==> config.mk <==
export PLATFORM = sky130hd
export DESIGN_NAME = bram_led_player
export DESIGN_NICKNAME = d
export VERILOG_FILES = /design/src/rtl/bram_led_player.sv
export SDC_FILE = /design/constraint.sdc
export NUM_CORES = 1
export LEC_CHECK = 0
export CAP_MARGIN = 20
export CORE_ASPECT_RATIO = 1.4
export CORE_MARGIN = 2
export CORE_UTILIZATION = 35
export CTS_CLUSTER_DIAMETER = 30
export CTS_CLUSTER_SIZE = 30
export DETAILED_ROUTE_END_ITERATION = 8
export GPL_TIMING_DRIVEN = 0
export PLACE_DENSITY = 0.54
export SYNTH_ARGS = -nofsm -noshare
export SYNTH_HDL_FRONTEND = slang
export SYNTH_SLANG_ARGS = --single-unit
==> constraint.sdc <==
create_clock -name clk -period 3.2 [get_ports clk]
set_clock_uncertainty 0.05 [all_clocks]
set_input_delay 0.48 -clock clk [delete_from_list [all_inputs] [get_ports clk]]
set_output_delay 0.48 -clock clk [all_outputs]
set_load 0.005 [all_outputs]
==> src/rtl/bram_led_player.sv <==
// bram_led_player: a button press (or an autoplay tick) picks a BRAM word; it is read and latched onto the LEDs.
// Latency: request accepted in IDLE at t -> bram_en at t+1 -> leds valid from t+2+RD_LATENCY.
// Backpressure: none; a request arriving while busy overwrites the single pending slot (newest wins).
// Build option: define BRAM_LED_PLAYER_AUTOPLAY_EN for the autoplay timer; otherwise mode is ignored.
module bram_led_player #(
  parameter int ADDR_W      = 4,
  parameter int DATA_W      = 4,
  parameter int N_BTN       = 4,
  parameter int RD_LATENCY  = 1,
  parameter int STEP_CYCLES = 125_000_000,
  parameter int LAST_ADDR   = 2**ADDR_W - 1
) (
  input  logic              clk,
  input  logic              rst,
  input  logic [N_BTN-1:0]  btn,
  input  logic              mode,
  output logic              bram_en,
  output logic [ADDR_W-1:0] bram_addr,
  input  logic [DATA_W-1:0] bram_dout,
  output logic [DATA_W-1:0] leds,
  output logic              busy
);

  typedef enum logic [1:0] {IDLE, ISSUE, WAIT, CAPTURE} state_t;
  state_t state, state_nxt;

  logic [N_BTN-1:0]  btn_s1, btn_s2, btn_d;
  logic [N_BTN-1:0]  btn_rise;
  logic              btn_hit;
  logic [ADDR_W-1:0] btn_addr;
  logic              tick;
  logic [ADDR_W-1:0] tick_addr;
  logic              req_vld;
  logic [ADDR_W-1:0] req_addr;
  logic              pend_vld;
  logic [ADDR_W-1:0] pend_addr;
  logic              take;
  logic [ADDR_W-1:0] take_addr;
  logic [ADDR_W-1:0] cur_addr;
  logic [1:0]        wait_cnt;
  logic              wait_done;

  // Two-flop synchroniser plus one delay stage for rising-edge detection.
  always_ff @(posedge clk) begin
    if (rst) begin
      btn_s1 <= '0;
      btn_s2 <= '0;
      btn_d  <= '0;
    end else begin
      btn_s1 <= btn;
      btn_s2 <= btn_s1;
      btn_d  <= btn_s2;
    end
  end

  assign btn_rise = btn_s2 & ~btn_d;

  // Pick the lowest-index rising edge; the rest of a simultaneous group is dropped.
  always_comb begin
    btn_hit  = 1'b0;
    btn_addr = '0;
    for (int i = N_BTN - 1; i >= 0; i--) begin
      if (btn_rise[i]) begin
        btn_hit  = 1'b1;
        btn_addr = ADDR_W'(i);
      end
    end
  end

  // Autoplay steps from the most recently issued address and wraps after LAST_ADDR.
  assign tick_addr = (cur_addr == ADDR_W'(LAST_ADDR)) ? '0 : cur_addr + ADDR_W'(1);

`ifdef BRAM_LED_PLAYER_AUTOPLAY_EN
  localparam int TMR_W = $clog2(STEP_CYCLES);
  logic [TMR_W-1:0] timer;

  // Step timer: held at zero in direct mode, restarted by any press, ticks at terminal count.
  always_ff @(posedge clk) begin
    if (rst || !mode || btn_hit) begin
      timer <= '0;
    end else if (timer == TMR_W'(STEP_CYCLES - 1)) begin
      timer <= '0;
    end else begin
      timer <= timer + TMR_W'(1);
    end
  end

  assign tick = mode && (timer == TMR_W'(STEP_CYCLES - 1));
`else
  logic unused_mode;
  assign unused_mode = mode & (STEP_CYCLES >= 2);
  assign tick        = 1'b0;
`endif

  // A button always beats a same-cycle tick.
  assign req_vld   = btn_hit | tick;
  assign req_addr  = btn_hit ? btn_addr : tick_addr;

  // In IDLE a live request bypasses the pending slot, since it is the newest one.
  assign take      = (state == IDLE) && (req_vld || pend_vld);
  assign take_addr = req_vld ? req_addr : pend_addr;
  assign wait_done = (wait_cnt == 2'(RD_LATENCY - 2));

  // Pending slot, issued address, wait counter and LED register; reset queues a read of word 0.
  always_ff @(posedge clk) begin
    if (rst) begin
      pend_vld  <= 1'b1;
      pend_addr <= '0;
      cur_addr  <= '0;
      wait_cnt  <= '0;
      leds      <= '0;
    end else begin
      if (take) begin
        pend_vld <= 1'b0;
        cur_addr <= take_addr;
      end else if (req_vld) begin
        pend_vld  <= 1'b1;
        pend_addr <= req_addr;
      end
      wait_cnt <= (state == WAIT) ? wait_cnt + 2'd1 : 2'd0;
      if (state == CAPTURE) begin
        leds <= bram_dout;
      end
    end
  end

  // FSM state register; reset abandons any read in flight.
  always_ff @(posedge clk) begin
    if (rst) begin
      state <= IDLE;
    end else begin
      state <= state_nxt;
    end
  end

  // Next state and read-port strobes.
  always_comb begin
    state_nxt = state;
    bram_en   = 1'b0;
    busy      = 1'b1;
    case (state)
      IDLE: begin
        busy = 1'b0;
        if (take) state_nxt = ISSUE;
      end
      ISSUE: begin
        bram_en   = 1'b1;
        state_nxt = (RD_LATENCY == 1) ? CAPTURE : WAIT;
      end
      WAIT: begin
        if (wait_done) state_nxt = CAPTURE;
      end
      CAPTURE: begin
        state_nxt = IDLE;
      end
      default: begin
        state_nxt = IDLE;
      end
    endcase
  end

  assign bram_addr = cur_addr;

endmodule

**Word level (Yosys, flattened, before mapping)**

Cells that the tools add are included.

- Flip-flop bits (word level): 29
- Output and inout port bits: 10

- $add $sub $neg: 1
- Eq/ne operators: 6
- Multiplexer cells: 16
- Bitwise gates (word level): 3
- Reductions and logical operators: 6

Operators by type and width:

| operator | number |
|---|---|
| 4-bit two-way mux | 4 |
| 1-bit two-way mux | 8 |
| 2-bit case mux with 4 select lines | 1 |
| 2-bit equality test, second input constant | 3 |
| 2-bit two-way mux | 3 |
| 4-bit AND | 1 |
| 2-bit inequality test, second input constant | 2 |
| 4-bit NOT | 1 |
| 2-bit by 1-bit adder with 2-bit output, second input constant | 1 |
| 2-bit by 1-bit equality test with 1-bit output, second input constant | 1 |
| 2-bit logical NOT | 1 |
| 2-bit AND reduction | 1 |
| 2-bit nonzero test | 1 |
| 2-bit OR reduction | 1 |
| 1-bit logical AND | 1 |
| 1-bit logical OR | 1 |
| 1-bit NOT | 1 |

**Depth between registers and ports, before layout**

- Depth after elaboration: 10
- Depth in mapped cells: 6

**Worst setup path after synthesis**

Ideal clock, no wire load.

- Path kind: register to register
- Start: reg state[0]
- End: reg state[0]
- Library setup time: 121 ps
- Arrival time: 1244 ps
- Data required time: 3029 ps
- Setup slack: 1785 ps
- Stages on the path, launching flop included: 6
- Period minus slack after synthesis: 1415 ps
- Path through: dfxtp_1 -> inv_1 -> ha_1 -> buf_2 -> a32oi_4 -> mux2_4

- Word-level cells in the longest chain between the ends: 4
- Elaborated cells on any way between the ends: 9

RTL lines:

| item | RTL line | source |
|---|---|---|
| start: declaration | 25 | `state_t state, state_nxt;` |
| start signal: assignment | 132 | `state <= state_nxt;` |
| 2-bit logical NOT | 100, 141 |  |
| 1-bit logical AND | 100 | `assign take = (state == IDLE) && (req_vld \|\| pend_vld);` |
| 2-bit inequality test (no source line) | -- |  |
| 2-bit AND reduction (no source line) | -- |  |

Several ways; a longest one is shown, not always the timed one.
A chain may end at the register's enable or synchronous reset.

**Worst setup path after layout**

- Start: reg state[0]
- End: out busy

- Word-level cells in the longest chain between the ends: 2

RTL lines:

| item | RTL line | source |
|---|---|---|
| 2-bit logical NOT | 141 | `case (state)` |
| 1-bit two-way mux | 141 |  |
| end: declaration | 21 | `output logic busy` |

Every way passes these cells.

==> impl_results.rst <==
.. list-table::
   :header-rows: 1

   * - Metric
     - Value
   * - Least-Margin Pin Slew
     - approximately 0.47 ns
   * - Maximum buffer depth of the clock tree
     - 2
   * - Worst-Skew Late Latency
     - 0.27 ns
   * - Critical Path Slowest Stage Cell
     - clkdlybuf4s50_1
   * - Overflow after GRT
     - 0
   * - Signed area change from the synthesized netlist to the final layout
     - 28.2%
   * - Number of buffers inserted during clock tree synthesis
     - 5
   * - Vias per Instance
     - roughly 4.6
   * - Critical path buffers and inverters
     - 4
   * - Number of detailed-route iterations in the first pass
     - 4
   * - Post-layout total power
     - 1.02 mW
   * - Number of H-tree branching levels
     - 2
   * - Sequential fraction of the synthesis area
     - 50.3%
   * - Syn Inst Count
     - 106
   * - Number of distinct library cells after synthesis
     - 29
   * - Number of top-level pins
     - 21
   * - Syn nets
     - about 120
   * - Total wire length
     - 2100 um
   * - Synth Register Bits
     - 29
   * - Die outline width
     - 52.5 um
   * - Initial Util
     - ~37%
   * - Setup Slack @ Placement
     - 1.17 ns
   * - Largest net degree at the start of global routing
     - 11
   * - Number of buffers added on ports
     - 19
   * - Final net count
     - approximately 150
   * - CTS clk-pin slew, worst paths
     - about 0.06 ns
   * - Detailed placer's ending HPWL
     - ~1500 um
   * - Post-synthesis instance area
     - 1150 sq um
   * - Remaining routing DRC violations
     - 0
   * - Total number of vias
     - 792
   * - Hold-fix buffer count after cts
     - 0
   * - Overall Global Routing Usage
     - 13.3%
   * - Antenna viol nets, final
     - 0
   * - Number of global-route vias before repair
     - 764
   * - Cell area power density
     - 687 nW/um^2
   * - Cell-by-cell listing of the critical path
     - inv_1 > ha_1 > buf_2 > inv_1 > clkdlybuf4s50_1
   * - Worst path required time
     - 2.67 ns
   * - Setup fix buffers added after clock tree synthesis
     - 0
   * - Final-report setup violation count
     - 0
   * - Clock root buffer master
     - clkbuf_8
   * - Fin worst setup slack
     - 0.962 ns
   * - Outcome
     - completed
   * - CP Capture Type
     - output pin
   * - Final hold vios
     - 0
   * - Setup total negative slack
     - 0 ns
   * - Area enclosed by the die boundary
     - 3780 sq um
   * - Number of placement rows
     - 24
   * - Yosys warning total
     - 0
   * - Cell family contributing the most delay on the critical path
     - buffers and inverters
   * - Count of antenna diodes in the layout
     - 0
   * - Iteration-0 DRC count of the detailed router
     - 16
   * - Antenna violations before repair
     - 0
   * - Critical Path Source Type
     - flip-flop
   * - Max Cap Viol
     - 0
   * - Core footprint
     - about 3100 sq um
   * - Number of clock sinks
     - 29
   * - Post-layout min period
     - 2.24 ns
   * - First-pass GRT wire length
     - 3650 um
   * - Setup Crit Path Kind
     - reg -> out
   * - Mean cell area of the mapped netlist
     - 10.9 sq um
   * - Vertical extent of the die
     - approximately 72 um
   * - Average wire per cell in the routed design
     - 12.3 um
   * - Longest individual stage delay on the worst path
     - 0.51 ns
   * - TritonCTS clock tree
     - built
   * - Library cell appearing most often on the critical path
     - inv_1
   * - Max-Slew Margin vs Limit
     - about two thirds
   * - Peak supply drop
     - 0.000403 V
   * - Maximum fanout along the worst path
     - 8
   * - Final weighted congestion in routability-driven placement
     - 0.677
   * - Count of cells resized by post-cts repair
     - 0
   * - WP data arrival
     - 1.71 ns
   * - Final count of pins violating max slew
     - 0
   * - F_max
     - 0.447 GHz
   * - Pleak
     - 0.570 nW
   * - Setup repair after global routing missed its margin
     - no
   * - Final cycle utilization of the critical path
     - 69.9%
   * - Finished Core Util
     - 47.4%
   * - Ratio of cells with drive above 1 in the final layout
     - approximately 11%
   * - Path type of the worst min-delay path
     - reg -> reg
## Yosys cell counts, drive strengths merged
master	number	area, sq um
dfxtp	29	581
nor2b	15	104
nand2b	10	77.6
nor2	8	30.0
mux2i	7	70.1
ha	5	62.6
clkbuf	4	15.0
inv	4	15.0
nor3b	3	22.5
and3b	2	21.3
nand3	2	10.0
nand4b	2	17.5
o21ai	2	10.0
o32ai	2	17.5
a211o	1	8.76
a211oi	1	7.51
a21oi	1	5.00
a32oi	1	27.5
and2	1	6.26
buf	1	5.00
mux2	1	15.0
nand2	1	3.75
nor3	1	5.00
o21a	1	7.51
o21ba	1	10.0
## final timing paths
check | start | end | slack (ns) | depth (start not counted)
setup / recovery | state[0] | busy | 0.96 | 5
hold / removal | wait_cnt[0] | wait_cnt[0] | 0.38 | 1
setup reg to reg | state[0] | state[0] | 1.68 | 5
hold reg to reg | wait_cnt[0] | wait_cnt[0] | 0.38 | 1
## stage by stage
step	hold slack, ns	cell area (sq um)	instances
after floorplan	0.355	1150	106
after global placement	0.364	1390	164
after detailed placement	0.373	1390	164
after CTS	0.381	1480	171
after global routing	0.398	1480	171
final	0.376	1480	171
## report_power, final
group	leakage [nW]	internal (mW)	switching, mW	total (mW)
Sequential	0.237	0.404	0.0289	0.433
Combinational	0.288	0.163	0.130	0.293
Clock	0.0443	0.170	0.121	0.291
## worst register-to-register path, stage by stage (launching register included)
cell     delay, ns
dfxtp_1       0.36
inv_1         0.09
ha_1          0.19
buf_2         0.17
a32oi_4       0.22
mux2_4        0.33
## layer usage
layer,vias up,wire (um),track usage [%]
met3,6,114,5.76
met2,15,1070,20.7
li1,404,-,-
met4,0,45,5.98
met5,-,0,0
met1,367,872,15.8
## logic make-up (layout without fill, tap and decap cells)
group | after synthesis | in the layout | synth area share (%)
compound gates | 10 | 10 | 8.13
flops | 29 | 29 | 50.3
buf+inv | 9 | 35 | 3.03
simple gates | 45 | 45 | 25.8
fa+ha+maj | 5 | 5 | 5.42
mux | 8 | 8 | 7.37
## cells in the final DEF (no fill, tap or decap)
cell,count
a211o_1,1
a211oi_1,1
a21oi_1,1
a32oi_4,1
and2_1,1
and3b_1,1
and3b_4,1
buf_2,1
clkbuf_1,5
clkbuf_8,6
clkdlybuf4s50_1,19
dfxtp_1,29
ha_1,5
inv_1,4
mux2_4,1
mux2i_1,7
nand2_1,1
nand2b_1,8
nand2b_4,2
nand3_1,2
nand4b_1,2
nor2_1,8
nor2b_1,13
nor2b_2,1
nor2b_4,1
nor3_1,1
nor3b_1,3
o21a_1,1
o21ai_0,2
o21ba_2,1
o32ai_1,2
## registers in the layout, summed over array words and instances (netlist names)
register	count
btn_d	4
pend_addr	4
bram_addr	4
state	2
btn_s2	4
btn_s1	4
wait_cnt	2
pend_vld	1
leds	4
## final cells by class
class	count	area, sq um
Inverter	4	15.0
Fill cell	309	1640
Buffer	5	20.0
Sequential cell	29	581
Multi-Input combinational cell	68	539
Timing Repair Buffer	19	190
Clock buffer	7	86.3
Tap cell	39	48.8
No activity file was read; power rests on OpenSTA's default activity.
